==> config.mk <==
export PLATFORM = sky130hd
export DESIGN_NAME = instr_cycle_sequencer_flat
export DESIGN_NICKNAME = d
export VERILOG_FILES = /design/src/rtl/instr_cycle_sequencer_pkg.sv /design/src/rtl/instr_cycle_sequencer_if.sv /design/src/rtl/instr_cycle_sequencer_mem_wait_timer.sv /design/src/rtl/instr_cycle_sequencer.sv /design/src/flat_wrapper.sv
export SDC_FILE = /design/constraint.sdc
export NUM_CORES = 1
export LEC_CHECK = 0
export BUFFER_PORTS_ARGS = -buffer_cell sky130_fd_sc_hd__buf_2
export CORE_MARGIN = 8
export CORE_UTILIZATION = 45
export DETAILED_ROUTE_END_ITERATION = 12
export HOLD_SLACK_MARGIN = 0.03
export PLACE_DENSITY = 0.68
export SLEW_MARGIN = 20
export SYNTH_ARGS = -nofsm -noshare
export SYNTH_HDL_FRONTEND = slang
export SYNTH_SLANG_ARGS = --single-unit
==> constraint.sdc <==
create_clock -name clk -period 2.55 [get_ports clk]
set_clock_uncertainty 0.2 [all_clocks]
set_input_delay 0.255 -clock clk [delete_from_list [all_inputs] [get_ports clk]]
set_output_delay 0.255 -clock clk [all_outputs]
set_load 0.02 [all_outputs]
==> src/rtl/instr_cycle_sequencer_pkg.sv <==
// Shared control definitions for the MK5303 instruction sequencer:
// phase encodings, opcode classes, addressing modes and phase lengths.
package mk5303_ctrl_pkg;

    typedef enum logic [2:0] {
        ST_IDLE   = 3'd0,
        ST_FETCH  = 3'd1,
        ST_DECODE = 3'd2,
        ST_SRC    = 3'd3,
        ST_DST    = 3'd4,
        ST_EXEC   = 3'd5,
        ST_WB     = 3'd6,
        ST_HALT   = 3'd7
    } state_e;

    localparam logic [5:0] OP_HALT = 6'h3F;

    localparam logic [1:0] MODE_REG = 2'b00;  // register, no memory operand
    localparam logic [1:0] MODE_IMM = 2'b01;  // immediate
    localparam logic [1:0] MODE_IND = 2'b10;  // memory indirect
    localparam logic [1:0] MODE_IDX = 2'b11;  // indexed

    localparam int LEN_W = 3;

    function automatic logic is_class_a(input logic [5:0] op);
        case (op)
            6'h00, 6'h01, 6'h08, 6'h09, 6'h0A, 6'h0B,
            6'h20, 6'h21, 6'h22: return 1'b1;
            default:             return 1'b0;
        endcase
    endfunction

    function automatic logic is_class_b(input logic [5:0] op);
        case (op)
            6'h10, 6'h11, 6'h12, 6'h15, 6'h2A, 6'h33: return 1'b1;
            default:                                  return 1'b0;
        endcase
    endfunction

    // Indirect sources need one extra step for class A opcodes; class B
    // and unclassified opcodes share the shorter form.
    function automatic logic [LEN_W-1:0] src_len(input logic [5:0] op,
                                                 input logic [1:0] mode);
        case (mode)
            MODE_REG: return LEN_W'(0);
            MODE_IMM: return LEN_W'(2);
            MODE_IND: return is_class_a(op) ? LEN_W'(4) : LEN_W'(3);
            default:  return LEN_W'(4);
        endcase
    endfunction

    function automatic logic [LEN_W-1:0] dst_len(input logic [1:0] mode);
        return (mode == MODE_REG) ? LEN_W'(0) : LEN_W'(2);
    endfunction

endpackage

==> src/rtl/instr_cycle_sequencer_if.sv <==
// Core-side bundle of the instruction sequencer: IR fields, memory
// handshake and the phase/step timing outputs.
interface instr_cycle_sequencer_if #(parameter int STEP_W = 3);

    logic                   start;
    logic [5:0]             opcode;
    logic [1:0]             src_mode;
    logic [1:0]             dst_mode;
    logic                   mem_ack;
    logic [2:0]             state;
    logic [STEP_W-1:0]      step;
    logic [2**STEP_W-1:0]   t_onehot;
    logic                   busy;
    logic                   mem_req;
    logic                   mem_we;
    logic                   ir_load;
    logic                   reg_we;
    logic                   done;
    logic                   illegal;
    logic                   bus_err;
    logic                   halted;

    modport slave (
        input  start, opcode, src_mode, dst_mode, mem_ack,
        output state, step, t_onehot, busy, mem_req, mem_we, ir_load,
               reg_we, done, illegal, bus_err, halted
    );

    modport master (
        output start, opcode, src_mode, dst_mode, mem_ack,
        input  state, step, t_onehot, busy, mem_req, mem_we, ir_load,
               reg_we, done, illegal, bus_err, halted
    );

endinterface

==> src/rtl/instr_cycle_sequencer_mem_wait_timer.sv <==
// Counts cycles a memory request waits for its ack and flags a timeout
// when the count reaches MEM_TIMEOUT. MEM_TIMEOUT=0 disables it.
module mem_wait_timer #(
    parameter int MEM_TIMEOUT = 15
) (
    input  logic clk,
    input  logic rst,
    input  logic req,
    input  logic ack,
    input  logic clr,
    output logic timeout
);

    localparam int CNT_W = (MEM_TIMEOUT > 0) ? $clog2(MEM_TIMEOUT + 1) : 1;
    localparam logic [CNT_W-1:0] CNT_MAX = CNT_W'(MEM_TIMEOUT);

    logic [CNT_W-1:0] cnt_q, cnt_d;
    logic             ack_v;

    // Count unanswered request cycles; an ack or a phase change restarts.
    always_comb begin
        ack_v = req && ack;
        cnt_d = cnt_q;
        if (clr || ack_v)
            cnt_d = '0;
        else if (req && (MEM_TIMEOUT != 0) && (cnt_q != CNT_MAX))
            cnt_d = cnt_q + CNT_W'(1);
        // An ack arriving in the limit cycle wins over the timeout.
        timeout = (MEM_TIMEOUT != 0) && req && !ack_v && (cnt_q == CNT_MAX);
    end

    // Wait counter register.
    always_ff @(posedge clk) begin
        if (rst) cnt_q <= '0;
        else     cnt_q <= cnt_d;
    end

endmodule

==> src/rtl/instr_cycle_sequencer.sv <==
// Multicycle instruction control FSM for the MK5303 core.
//
//  state  | meaning
//  IDLE   | waiting for start
//  FETCH  | instruction read, IR loads on ack
//  DECODE | latch IR fields, choose first operand phase
//  SRC    | source operand steps, last step reads memory
//  DST    | destination operand steps, last step reads memory
//  EXEC   | single execute cycle
//  WB     | register write, or memory write held until ack
//  HALT   | stopped until reset
module instr_cycle_sequencer
    import mk5303_ctrl_pkg::*;
#(
    parameter int MEM_TIMEOUT = 15,
    parameter int STEP_W      = 3
) (
    input  logic                     clk,
    input  logic                     rst,
    instr_cycle_sequencer_if.slave   bus
);

    localparam int T_W = 2**STEP_W;

    state_e            state_q, state_d;
    logic [STEP_W-1:0] step_q, step_d;
    logic [5:0]        opcode_q, opcode_d;
    logic [1:0]        src_mode_q, src_mode_d;
    logic [1:0]        dst_mode_q, dst_mode_d;

    logic [LEN_W-1:0]  cur_src_len, cur_dst_len, dec_src_len, dec_dst_len;
    logic              last_src, last_dst, mem_req, timeout;

    // Phase lengths of the latched instruction and request qualification.
    always_comb begin
        cur_src_len = src_len(opcode_q, src_mode_q);
        cur_dst_len = dst_len(dst_mode_q);
        last_src    = (step_q == STEP_W'(cur_src_len - LEN_W'(1)));
        last_dst    = (step_q == STEP_W'(cur_dst_len - LEN_W'(1)));
        case (state_q)
            ST_FETCH: mem_req = 1'b1;
            ST_SRC:   mem_req = last_src;
            ST_DST:   mem_req = last_dst;
            ST_WB:    mem_req = (dst_mode_q != MODE_REG);
            default:  mem_req = 1'b0;
        endcase
    end

    mem_wait_timer #(.MEM_TIMEOUT(MEM_TIMEOUT)) u_wait_timer (
        .clk     (clk),
        .rst     (rst),
        .req     (mem_req),
        .ack     (bus.mem_ack),
        .clr     (state_d != state_q),
        .timeout (timeout)
    );

    // Next phase, step and latched IR fields.
    always_comb begin
        state_d     = state_q;
        step_d      = step_q;
        opcode_d    = opcode_q;
        src_mode_d  = src_mode_q;
        dst_mode_d  = dst_mode_q;
        dec_src_len = src_len(bus.opcode, bus.src_mode);
        dec_dst_len = dst_len(bus.dst_mode);
        case (state_q)
            ST_IDLE: if (bus.start) state_d = ST_FETCH;
            ST_FETCH: begin
                if (bus.mem_ack)  state_d = ST_DECODE;
                else if (timeout) state_d = ST_IDLE;
            end
            ST_DECODE: begin
                opcode_d   = bus.opcode;
                src_mode_d = bus.src_mode;
                dst_mode_d = bus.dst_mode;
                if (bus.opcode == OP_HALT)         state_d = ST_HALT;
                else if (bus.dst_mode == MODE_IMM) state_d = ST_IDLE;
                else if (dec_src_len != '0)        state_d = ST_SRC;
                else if (dec_dst_len != '0)        state_d = ST_DST;
                else                               state_d = ST_EXEC;
            end
            ST_SRC: begin
                if (!last_src)    step_d  = step_q + STEP_W'(1);
                else if (bus.mem_ack)
                    state_d = (cur_dst_len != '0) ? ST_DST : ST_EXEC;
                else if (timeout) state_d = ST_IDLE;
            end
            ST_DST: begin
                if (!last_dst)         step_d  = step_q + STEP_W'(1);
                else if (bus.mem_ack)  state_d = ST_EXEC;
                else if (timeout)      state_d = ST_IDLE;
            end
            ST_EXEC: state_d = ST_WB;
            ST_WB: begin
                if (dst_mode_q == MODE_REG || bus.mem_ack)
                    state_d = bus.start ? ST_FETCH : ST_IDLE;
                else if (timeout)
                    state_d = ST_IDLE;
            end
            ST_HALT: state_d = ST_HALT;
            default: state_d = ST_IDLE;
        endcase
        if (state_d != state_q) step_d = '0;
    end

    // Phase, step and IR field registers.
    always_ff @(posedge clk) begin
        if (rst) begin
            state_q    <= ST_IDLE;
            step_q     <= '0;
            opcode_q   <= '0;
            src_mode_q <= '0;
            dst_mode_q <= '0;
        end else begin
            state_q    <= state_d;
            step_q     <= step_d;
            opcode_q   <= opcode_d;
            src_mode_q <= src_mode_d;
            dst_mode_q <= dst_mode_d;
        end
    end

    // Strobes decoded from the registered phase; illegal must react to the
    // IR fields during DECODE, before they are latched.
    always_comb begin
        bus.state    = state_q;
        bus.step     = step_q;
        bus.busy     = (state_q != ST_IDLE) && (state_q != ST_HALT);
        bus.t_onehot = bus.busy ? (T_W'(1) << step_q) : '0;
        bus.mem_req  = mem_req;
        bus.mem_we   = (state_q == ST_WB) && mem_req;
        bus.ir_load  = (state_q == ST_FETCH) && bus.mem_ack;
        bus.reg_we   = (state_q == ST_WB) && (dst_mode_q == MODE_REG);
        bus.done     = (state_q == ST_WB) &&
                       ((dst_mode_q == MODE_REG) || bus.mem_ack);
        bus.illegal  = (state_q == ST_DECODE) && (bus.opcode != OP_HALT) &&
                       (bus.dst_mode == MODE_IMM);
        bus.bus_err  = timeout;
        bus.halted   = (state_q == ST_HALT);
    end

endmodule
==> src/flat_wrapper.sv <==
// flat-port wrapper written by rule: the top's interface ports become plain ports
module instr_cycle_sequencer_flat import mk5303_ctrl_pkg::*;
#(
    parameter int MEM_TIMEOUT = 15,
    parameter int STEP_W      = 3
)
  (clk, rst, bus_start, bus_opcode, bus_src_mode, bus_dst_mode, bus_mem_ack, bus_state, bus_step, bus_t_onehot, bus_busy, bus_mem_req, bus_mem_we, bus_ir_load, bus_reg_we, bus_done, bus_illegal, bus_bus_err, bus_halted);
  instr_cycle_sequencer_if #(.STEP_W(STEP_W)) bus_i ();
  input  logic clk;
  input  logic rst;
  input wire logic [$bits(bus_i.start)-1:0] bus_start;
  input wire logic [$bits(bus_i.opcode)-1:0] bus_opcode;
  input wire logic [$bits(bus_i.src_mode)-1:0] bus_src_mode;
  input wire logic [$bits(bus_i.dst_mode)-1:0] bus_dst_mode;
  input wire logic [$bits(bus_i.mem_ack)-1:0] bus_mem_ack;
  output wire logic [$bits(bus_i.state)-1:0] bus_state;
  output wire logic [$bits(bus_i.step)-1:0] bus_step;
  output wire logic [$bits(bus_i.t_onehot)-1:0] bus_t_onehot;
  output wire logic [$bits(bus_i.busy)-1:0] bus_busy;
  output wire logic [$bits(bus_i.mem_req)-1:0] bus_mem_req;
  output wire logic [$bits(bus_i.mem_we)-1:0] bus_mem_we;
  output wire logic [$bits(bus_i.ir_load)-1:0] bus_ir_load;
  output wire logic [$bits(bus_i.reg_we)-1:0] bus_reg_we;
  output wire logic [$bits(bus_i.done)-1:0] bus_done;
  output wire logic [$bits(bus_i.illegal)-1:0] bus_illegal;
  output wire logic [$bits(bus_i.bus_err)-1:0] bus_bus_err;
  output wire logic [$bits(bus_i.halted)-1:0] bus_halted;
  assign bus_i.start = bus_start;
  assign bus_i.opcode = bus_opcode;
  assign bus_i.src_mode = bus_src_mode;
  assign bus_i.dst_mode = bus_dst_mode;
  assign bus_i.mem_ack = bus_mem_ack;
  assign bus_state = bus_i.state;
  assign bus_step = bus_i.step;
  assign bus_t_onehot = bus_i.t_onehot;
  assign bus_busy = bus_i.busy;
  assign bus_mem_req = bus_i.mem_req;
  assign bus_mem_we = bus_i.mem_we;
  assign bus_ir_load = bus_i.ir_load;
  assign bus_reg_we = bus_i.reg_we;
  assign bus_done = bus_i.done;
  assign bus_illegal = bus_i.illegal;
  assign bus_bus_err = bus_i.bus_err;
  assign bus_halted = bus_i.halted;
  instr_cycle_sequencer #(.MEM_TIMEOUT(MEM_TIMEOUT), .STEP_W(STEP_W)) u_core (.clk(clk), .rst(rst), .bus(bus_i));
endmodule
==> results.py, run 1 <==
metrics = {
    "final_layout": {
        "fin_nets": 272,
        "stdcell_area_um2": 1890,
        "final_cells": 294,
        "insertedDiodeCount": 0,
        "drive_gt1_frac": 0.268,
        "syn2layout_area_growth_pct": 30.4,
    },
    "placement": {
        "gp_congestion": 0.963,
        "post-dp-hpwl_mm": 3.08,
        "dpl_cell_area_um2": 1730,
        "io_buffers": 36,
        "place_inst": 279,
    },
    "run": {
        "cap_violations": 0,
    },
    "power": {
        "power_density_nw_per_um2": 452,
        "ir_drop_mv": 0.358,
        "total_power_mw": 0.856,
        "cellLeakagePower_nw": 0.908,
    },
    "sta": {
        "worst_pin_slew_ns": 0.581,
        "finalSetupViolations": 0,
        "rsz0062_at_grt": "yes",
        "finalHoldViolations": 0,
        "min_period_ns": 2.51,
        "max-slew-margin-rel": 0.611,
        "timing.hold.ws_ns": 0.101,
        "slew_viol_final": 0,
        "max_freq_mhz": 399,
        "finalCritPeriodShare": 0.983,
        "setup_tns_ns": 0,
    },
    "yosys": {
        "synth_top_family_by_area": "simple AND/OR/NAND/NOR gates",
        "yosysSeqAreaShare": 0.276,
        "syn_area_per_cell_um2": 7.41,
        "synth_most_common_cell": "nand2_1",
        "synth_compound_area_frac": 0.197,
        "synthArstFlopShare": 0,
        "yosysWarnings": 0,
        "syn-cell-area_um2": 1450,
        "synth-adder-area-share": 0.0603,
        "synthTopCellsByArea": "dfxtp_1 (28%), nand2_1 (8.5%), ha_1 (6.0%)",
        "synth_top_area_frac": 0.276,
        "synth-main-ff-cell": "dfxtp_1",
        "synth.distinct_cells": 47,
        "yosys.area_share.xor_xnor": 0.0121,
        "synth_mux_area_frac": 0.0483,
        "synth-simple-area-share": 0.354,
        "synth-seq-cells": 20,
        "yosys.area.top_type": "dfxtp_1",
        "synth-edff-count": 0,
        "synthTopCellsByCount": "nand2_1 (33), dfxtp_1 (20), nor2_1 (19)",
        "synthCells": 196,
        "synth_nets": 217,
    },
    "die": {
        "dieArea_um2": 5300,
        "dieHeight_um": 72.8,
        "fp.dieW_um": 72.8,
        "start_util": 0.475,
        "rows": 20,
        "ios": 37,
        "core_um2": 3050,
    },
    "grt": {
        "grt_max_degree": 15,
        "grt_pass1_vias": 1409,
        "overflow": 0,
        "antenna_found_initial": 0,
        "grt_pass1_wl_mm": 6.51,
        "grt_use_total": 0.149,
    },
    "worst_setup_path": {
        "cp.arrival_ns": 2.05,
        "path_max_fanout": 5,
        "crit_slowest_cell": "dfxtp_1",
        "path_class": "register to output pin",
        "slowest_delay_ns": 0.39,
        "end_kind": "output pin",
        "cp_data_required_time_ns": 2.10,
        "critPathTopFamily": "simple AND/OR/NAND/NOR gates",
        "worst-path-buf-inv": 1,
        "reg2reg_slack_ns": 0.13,
        "crit_chain": "or2_2 -> o22ai_1 -> nand4_1 -> nand3_1 -> nor2_2 -> nor3_2 -> buf_4",
        "crit_path_start_kind": "register",
    },
    "detailed_routing": {
        "drc": 0,
        "ant_nets": 0,
        "viasPerCell": 5.52,
        "vias": 1623,
        "routedWlPerCell_um": 14.1,
        "drtIter0Drc": 84,
        "drtPass1Iterations": 4,
        "wirelength_mm": 4.15,
    },
    "min_path": {
        "hold_class": "input pin to register",
    },
    "cts": {
        "clkSlewWorstSetupHoldPaths_ns": 0.13,
        "cts_tree": "built",
        "htree_num_levels": 1,
        "clk_latency_ns": 0.30,
        "clock_path_buffers": 2,
        "root_buffer": "clkbuf_4",
        "numCtsBuffers": 3,
        "clock_sinks": 20,
    },
    "outcome": {
        "status": "finished, final reports clean",
    },
}
## flip-flops by register name, summed over array words and instances, names as in the netlist
| register | cells |
|---|---|
| u_core.bus.step | 3 |
| u_core.dst_mode_q | 2 |
| u_core.src_mode_q | 2 |
| u_core.u_wait_timer.cnt_q | 4 |
| u_core.opcode_q | 6 |
| u_core.bus.state | 3 |
## layout make-up
cell class / instances / area (um^2)
fillers: 299 / 1160
multi-input cells: 159 / 991
flip-flops and latches: 20 / 404
repair buffers: 58 / 373
well taps: 44 / 55.1
clock buffers: 4 / 36.3
inverters: 9 / 33.8
## metrics by stage
stage / util / setup slack [ns]
final: 0.620 / 0.0425
after global routing: 0.620 / -0.0463
after CTS: 0.615 / 0.000624
after detailed placement: 0.568 / 0.165
after global placement: 0.568 / 0.231
after floorplan: - / 0.0989
## worst paths after layout
kind,to,depth (start not counted),from
worst max-delay path,bus_bus_err,7,u_core.dst_mode_q[0]
worst min-delay path,u_core.src_mode_q[0],2,rst
worst max register to register,u_core.u_wait_timer.cnt_q[0],8,u_core.src_mode_q[0]
worst min register to register,u_core.opcode_q[0],2,u_core.opcode_q[0]
## cell usage in the layout (no fill, tap or decap), types with 2 or more instances in the layout
master,n
a211oi_1,2
a21oi_1,12
a21oi_2,3
a31oi_1,5
and2_1,2
and3_1,9
buf_2,35
buf_4,13
clkbuf_4,3
dfxtp_1,17
dfxtp_2,3
dlygate4sd3_1,10
ha_1,7
inv_1,9
mux2i_1,7
nand2_1,33
nand2b_1,4
nand3_1,4
nand4_1,3
nor2_1,18
nor2b_1,2
nor3_1,4
nor4_1,6
o21ai_0,7
o21ai_1,3
o21bai_1,2
o31ai_1,2
## worst register-to-register path, delay by kind of cell, from the launching register on
family | cells | cell delay (ns)
buffers and inverters | 1 | 0.20
and+or+nand+nor | 5 | 1.22
DFF | 1 | 0.37
AOI/OAI and AO/OA | 2 | 0.30
## cell families (layout without fill, tap and decap cells)
logic type | Yosys count | in the layout
compound gates | 45 | 45
mux | 7 | 7
flops | 20 | 20
xor+xnor | 2 | 2
buf+inv | 17 | 71
simple gates | 98 | 98
fa+ha+maj | 7 | 7
## routing by layer
metal  up-vias  global-route usage  routed length [um]
met3         6              0.0357                 308
met1       746               0.188                1810
met5         -                   0                   0
met2        65               0.244                1980
met4         0              0.0400                  54
li1        806                   -                   -
## power breakdown
group / leakage [nW] / internal, mW / switching [mW]
Sequential: 0.163 / 0.331 / 0.0285
Combinational: 0.724 / 0.122 / 0.190
Clock: 0.0210 / 0.0869 / 0.0987
Total: 0.908 / 0.539 / 0.317
## timing repair
item | CTS | global route
endpoints found under the setup margin | 2 | 15
hold buffers | 10 | 0
pin swaps | 1 | 2
hold endpoints to repair | 10 | 0
gates resized for setup | 0 | 7
buffers inserted | 1 | 0
gates cloned | 0 | 0
No activity file was read; power rests on OpenSTA's default activity.
==> run 2, diff against run 1 <==
--- a/config.mk
+++ b/config.mk
@@ -8,9 +8,11 @@
 export BUFFER_PORTS_ARGS = -buffer_cell sky130_fd_sc_hd__buf_2
 export CORE_MARGIN = 8
 export CORE_UTILIZATION = 45
+export CTS_CLUSTER_DIAMETER = 200
 export DETAILED_ROUTE_END_ITERATION = 12
 export HOLD_SLACK_MARGIN = 0.03
 export PLACE_DENSITY = 0.68
+export SETUP_SLACK_MARGIN = 0.4
 export SLEW_MARGIN = 20
 export SYNTH_ARGS = -nofsm -noshare
 export SYNTH_HDL_FRONTEND = slang
==> results.py, run 2 (synthesis results as in run 1) <==
metrics = {
    "worst_setup_path": {
        "cp_data_required_time_ns": 2.10,
        "r2r_start": "u_core.bus.step[1]",
        "end_kind": "output pin",
        "startpoint": "u_core.bus.step[1]",
        "crit_chain": "or3b_1 -> a21oi_2 -> nor2_1 -> nor4_4 -> nor2_2 -> nor3_4 -> buf_6",
        "slowest_delay_ns": 0.38,
        "crit_path_start_kind": "register",
        "path_class": "register to output pin",
        "worst-path-buf-inv": 1,
        "crit_slowest_cell": "or3b_1",
        "cp.arrival_ns": 1.87,
        "critPathTopFamily": "simple AND/OR/NAND/NOR gates",
        "path_max_fanout": 3,
    },
    "power": {
        "power_density_nw_per_um2": 486,
        "clkPwrFrac": 0.249,
        "p_sw_frac": 0.348,
        "power_frac_seq": 0.345,
        "ir_drop_mv": 0.315,
        "p_sw_mw": 0.361,
        "cellLeakagePower_nw": 0.981,
        "intPower_mw": 0.674,
        "combPwrFrac": 0.406,
    },
    "grt": {
        "overflow": 0,
        "grt_max_degree": 17,
        "grt_pass1_wl_mm": 6.94,
        "antenna_found_initial": 0,
        "grt_pass1_vias": 1568,
        "grt_use_total": 0.163,
    },
    "final_layout": {
        "top_register": "u_core.opcode_q",
        "mostFrequentLayoutCell": "buf_2",
        "fin_nets": 279,
        "syn2layout_area_growth_pct": 46.6,
        "final_cell_mix": "buf_2 (35), nand2_1 (33), nor2_1 (16)",
        "reg.largest.list": "u_core.opcode_q (6), u_core.u_wait_timer.cnt_q (4)",
        "fillers": 272,
        "utilization": 0.697,
        "largest_register_ffs": 6,
        "drive_gt1_frac": 0.393,
        "insertedDiodeCount": 0,
    },
    "run": {
        "cap_violations": 0,
    },
    "sta": {
        "finalHoldViolations": 0,
        "setup_tns_ns": 0,
        "worst_pin_slew_ns": 0.326,
        "min_period_ns": 2.33,
        "finalCritPeriodShare": 0.914,
        "finalSetupViolations": 0,
        "rsz0062_at_grt": "yes",
        "max_freq_mhz": 429,
        "slew_viol_final": 0,
        "max-slew-margin-rel": 0.780,
    },
    "die": {
        "rows": 20,
        "start_util": 0.475,
        "dieHeight_um": 72.8,
        "fp.dieW_um": 72.8,
        "dieArea_um2": 5300,
        "core_um2": 3050,
        "ios": 37,
    },
    "placement": {
        "gp_congestion": 0.869,
        "post-dp-hpwl_mm": 3.15,
        "io_buffers": 36,
    },
    "detailed_routing": {
        "vias": 1640,
        "routedWlPerCell_um": 14.5,
        "drtPass1Iterations": 7,
        "viasPerCell": 5.45,
        "drc": 0,
        "drtIter0Drc": 85,
        "wirelength_mm": 4.36,
        "ant_nets": 0,
    },
    "cts": {
        "clock_path_buffers": 2,
        "htree_num_levels": 1,
        "cts_tree": "built",
        "clkSlewWorstSetupHoldPaths_ns": 0.12,
        "numCtsBuffers": 3,
        "root_buffer": "clkbuf_4",
        "clk_latency_ns": 0.30,
        "clock_sinks": 20,
    },
    "outcome": {
        "status": "finished, final reports clean",
    },
    "min_path": {
        "hold_class": "input pin to register",
        "hold_path_startpoint": "rst",
    },
}
==> run 2: cell type report <==
cell class | count | area, um^2 | share of cell area
clock buffers | 3 | 22.5 | 0.0106
clock inverters | 1 | 30.0 | 0.0141
inverters | 9 | 37.5 | 0.0176
multi-input cells | 159 | 1110 | 0.521
flip-flops and latches | 20 | 425 | 0.200
well taps | 44 | 55.1 | 0.0259
repair buffers | 65 | 448 | 0.210
==> run 2: layer usage <==
metal	part of all wire	track usage	vias to the layer above
li1	-	-	825
met3	0.062	0.0302	6
met4	0.017	0.0689	0
met1	0.43	0.192	758
met5	0	0	-
met2	0.49	0.278	51
==> run 2: repair_timing <==
action,in CTS,in global routing
hold buffers,10,0
pin swaps,5,8
endpoints found under the hold margin,10,0
setup buffers,8,6
endpoints found under the setup margin,18,20
gates cloned,0,0
resized for setup,19,30
==> run 2: path summary, 6_finish.rpt <==
| check | end | cells after the start | slack [ns] |
|---|---|---|---|
| hold / removal | u_core.src_mode_q[0] | 2 | 0.09 |
| setup / recovery | bus_bus_err | 7 | 0.22 |
| hold reg to reg | u_core.opcode_q[0] | 2 | 0.28 |
| setup reg to reg | u_core.u_wait_timer.cnt_q[2] | 9 | 0.26 |
==> run 2: through the flow <==
stage | hold WS (ns) | power (mW) | instance area (um^2) | worst slack (ns) | std cells
2_1_floorplan | 0.124 | 0.575 | 1490 | 0.405 | 196
3_3_place_gp | 0.251 | 0.661 | 1720 | 0.241 | 273
3_5_place_dp | 0.255 | 0.665 | 1720 | 0.223 | 273
4_1_cts | 0.0682 | 0.987 | 1980 | 0.178 | 295
5_1_grt | 0.0870 | 1.09 | 2130 | 0.138 | 301
6_report | 0.0891 | 1.03 | 2130 | 0.220 | 301
==> run 2: power groups by stage <==
stage               logic [mW]  registers, mW  clock network [mW]
floorplan                0.207          0.368                   0
global route             0.452          0.360               0.275
finish                   0.420          0.357               0.258
CTS                      0.369          0.353               0.264
detailed placement       0.307          0.359                   0
global placement         0.303          0.358                   0
==> run 3, diff against run 2 <==
--- a/config.mk
+++ b/config.mk
@@ -10,10 +10,12 @@
 export CORE_UTILIZATION = 45
 export CTS_CLUSTER_DIAMETER = 200
 export DETAILED_ROUTE_END_ITERATION = 12
+export GPL_TIMING_DRIVEN = 0
 export HOLD_SLACK_MARGIN = 0.03
 export PLACE_DENSITY = 0.68
 export SETUP_SLACK_MARGIN = 0.4
 export SLEW_MARGIN = 20
 export SYNTH_ARGS = -nofsm -noshare
 export SYNTH_HDL_FRONTEND = slang
+export SYNTH_HIERARCHICAL = 1
 export SYNTH_SLANG_ARGS = --single-unit
==> results.py, run 3 <==
metrics = {
    "yosys": {
        "yosys.area.top_type": "dfxtp_1",
        "synth_compound_area_frac": 0.277,
        "synthCells": 207,
        "syn_area_per_cell_um2": 7.64,
        "synth-simple-area-share": 0.357,
        "synth_top_area_frac": 0.253,
        "synth-adder-area-share": 0.0554,
        "synth-edff-count": 0,
        "yosys.area_share.xor_xnor": 0,
        "synth-seq-cells": 20,
        "synth_top_family_by_area": "simple AND/OR/NAND/NOR gates",
        "synthArstFlopShare": 0,
        "synth_mux_area_frac": 0.0127,
        "synthTopCellsByArea": "dfxtp_1 (25%), nand2_1 (7.1%), nor2_1 (5.7%)",
        "yosysWarnings": 6,
        "syn-cell-area_um2": 1580,
        "synth_most_common_cell": "nand2_1",
        "yosysSeqAreaShare": 0.253,
        "synth-main-ff-cell": "dfxtp_1",
        "synth.distinct_cells": 56,
        "synth_nets": 228,
        "synthTopCellsByCount": "nand2_1 (30), nor2_1 (24), dfxtp_1 (20)",
    },
    "cts": {
        "clkSlewWorstSetupHoldPaths_ns": 0.12,
        "clock_path_buffers": 2,
        "cts_tree": "built",
        "root_buffer": "clkbuf_4",
        "clock_sinks": 20,
        "htree_num_levels": 1,
        "clk_latency_ns": 0.30,
        "numCtsBuffers": 3,
    },
    "die": {
        "core_um2": 3360,
        "dieArea_um2": 5670,
        "ios": 37,
        "dieHeight_um": 75.3,
        "fp.dieW_um": 75.3,
        "rows": 21,
        "start_util": 0.470,
    },
    "detailed_routing": {
        "drtIter0Drc": 120,
        "ant_nets": 0,
        "drc": 0,
        "routedWlPerCell_um": 15.6,
        "drtPass1Iterations": 4,
        "wirelength_mm": 5.19,
        "vias": 1877,
        "viasPerCell": 5.62,
    },
    "worst_setup_path": {
        "slowest_delay_ns": 0.36,
        "end_kind": "output pin",
        "cp.arrival_ns": 2.97,
        "cp_data_required_time_ns": 2.10,
        "critPathTopFamily": "buffers and inverters",
        "path_class": "register to output pin",
        "crit_chain": "buf_6 -> nor4b_4 -> o32ai_4 -> a211oi_4 -> a21o_4 -> and2_4 -> nand3_4 -> nor2_4 -> buf_4 -> buf_6 -> buf_6 -> buf_6 -> buf_6 -> buf_6 -> buf_6 -> buf_6 -> buf_6",
        "path_common_cell": "buf_6",
        "crit_path_start_kind": "register",
        "path_max_fanout": 7,
        "worst-path-buf-inv": 10,
        "crit_slowest_cell": "dfxtp_4",
    },
    "placement": {
        "dpl_worst_slack_ns": -1.20,
        "post-dp-hpwl_mm": 3.15,
        "gp_congestion": 0.916,
        "dpl_cell_area_um2": 1870,
        "io_buffers": 36,
        "place_inst": 289,
    },
    "sta": {
        "finalCritPeriodShare": 1.34,
        "finalHoldViolations": 0,
        "max_freq_mhz": 292,
        "min_period_ns": 3.42,
        "max-slew-margin-rel": 0.584,
        "setup_ws_ns": -0.871,
        "timing.hold.ws_ns": 0.0612,
        "worst_pin_slew_ns": 0.616,
        "finalSetupViolations": 12,
        "rsz0062_at_grt": "yes",
        "slew_viol_final": 0,
    },
    "power": {
        "cellLeakagePower_nw": 1.06,
        "ir_drop_mv": 0.276,
        "power_density_nw_per_um2": 388,
    },
    "final_layout": {
        "final_cells": 334,
        "largest_register_ffs": 6,
        "insertedDiodeCount": 0,
        "drive_gt1_frac": 0.451,
        "top_register": "u_core/opcode_q",
        "stdcell_area_um2": 2480,
        "reg.largest.list": "u_core/opcode_q (6), u_core/u_wait_timer/cnt_q (4)",
        "fin_nets": 310,
        "final_cell_mix": "buf_2 (35), nand2_1 (30), buf_6 (19)",
        "syn2layout_area_growth_pct": 56.6,
        "mostFrequentLayoutCell": "buf_2",
    },
    "grt": {
        "grt_use_total": 0.179,
        "antenna_found_initial": 0,
        "grt_pass1_vias": 1790,
        "overflow": 0,
        "grt_max_degree": 12,
        "grt_pass1_wl_mm": 8.09,
    },
    "run": {
        "cap_violations": 0,
    },
    "outcome": {
        "status": "complete, but fails checks",
        "violations": "negative setup slack",
    },
    "min_path": {
        "hold_class": "input pin to register",
    },
}
run 3: layer usage:
layer	track usage	vias to the layer above	wire (um)
met2	0.302	75	2530
met1	0.234	884	2210
li1	-	911	-
met4	0.0426	0	42
met3	0.0213	7	416
met5	0	-	0
run 3: power breakdown:
| group | leakage, nW | internal (mW) | total (mW) | switching (mW) |
|---|---|---|---|---|
| clock network | 0.0210 | 0.0871 | 0.191 | 0.104 |
| logic | 0.877 | 0.202 | 0.425 | 0.223 |
| registers | 0.165 | 0.328 | 0.345 | 0.0177 |
| total | 1.06 | 0.617 | 0.962 | 0.344 |
run 3: area by class of cell:
class	count	area (um^2)
buffer	9	61.3
clock buffer	4	36.3
fill	263	887
inverter	8	30.0
multi-input combinational	170	1300
sequential	20	412
tap	46	57.6
timing repair buffer	77	582
run 3: tightest hold or removal path, cell delays in order:
cell	delay [ns]
buf_2	0.11
a211oi_4	0.06
o21ai_2	0.07
a31oi_2	0.03
run 3: stage by stage:
stage / power [mW] / utilization / setup TNS (ns)
after global placement: 0.627 / 0.556 / -8.79
after global routing: 1.02 / 0.736 / -9.23
after CTS: 0.917 / 0.693 / -6.88
after floorplan: 0.553 / - / -6.52
final: 0.962 / 0.736 / -7.78
after detailed placement: 0.628 / 0.556 / -8.66
run 3: logic make-up after synthesis:
kind of cell,Yosys count
multiplexers,2
AO/OA/AOI/OAI,55
flip-flops,20
buffers and inverters,17
AND/OR/NAND/NOR,106
adder cells (fa/ha/maj),7
run 3: timing repair:
action	in CTS	in global routing
pin swaps	17	15
endpoints found under the setup margin	25	25
hold endpoints to repair	10	0
gates cloned	0	0
buffers inserted	27	4
hold buffers	10	0
gates resized for setup	38	36
run 3: path summary, 6_finish.rpt:
kind | from | end | slack [ns] | cells past startpoint
setup reg to reg | u_core/dst_mode_q[1] | u_core/u_wait_timer/cnt_q[2] | -0.87 | 15
hold reg to reg | u_core/opcode_q[0] | u_core/opcode_q[0] | 0.27 | 2
hold / removal | rst | u_core/u_wait_timer/cnt_q[2] | 0.06 | 4
setup / recovery | u_core/bus.step[2] | bus_bus_err | -0.87 | 17
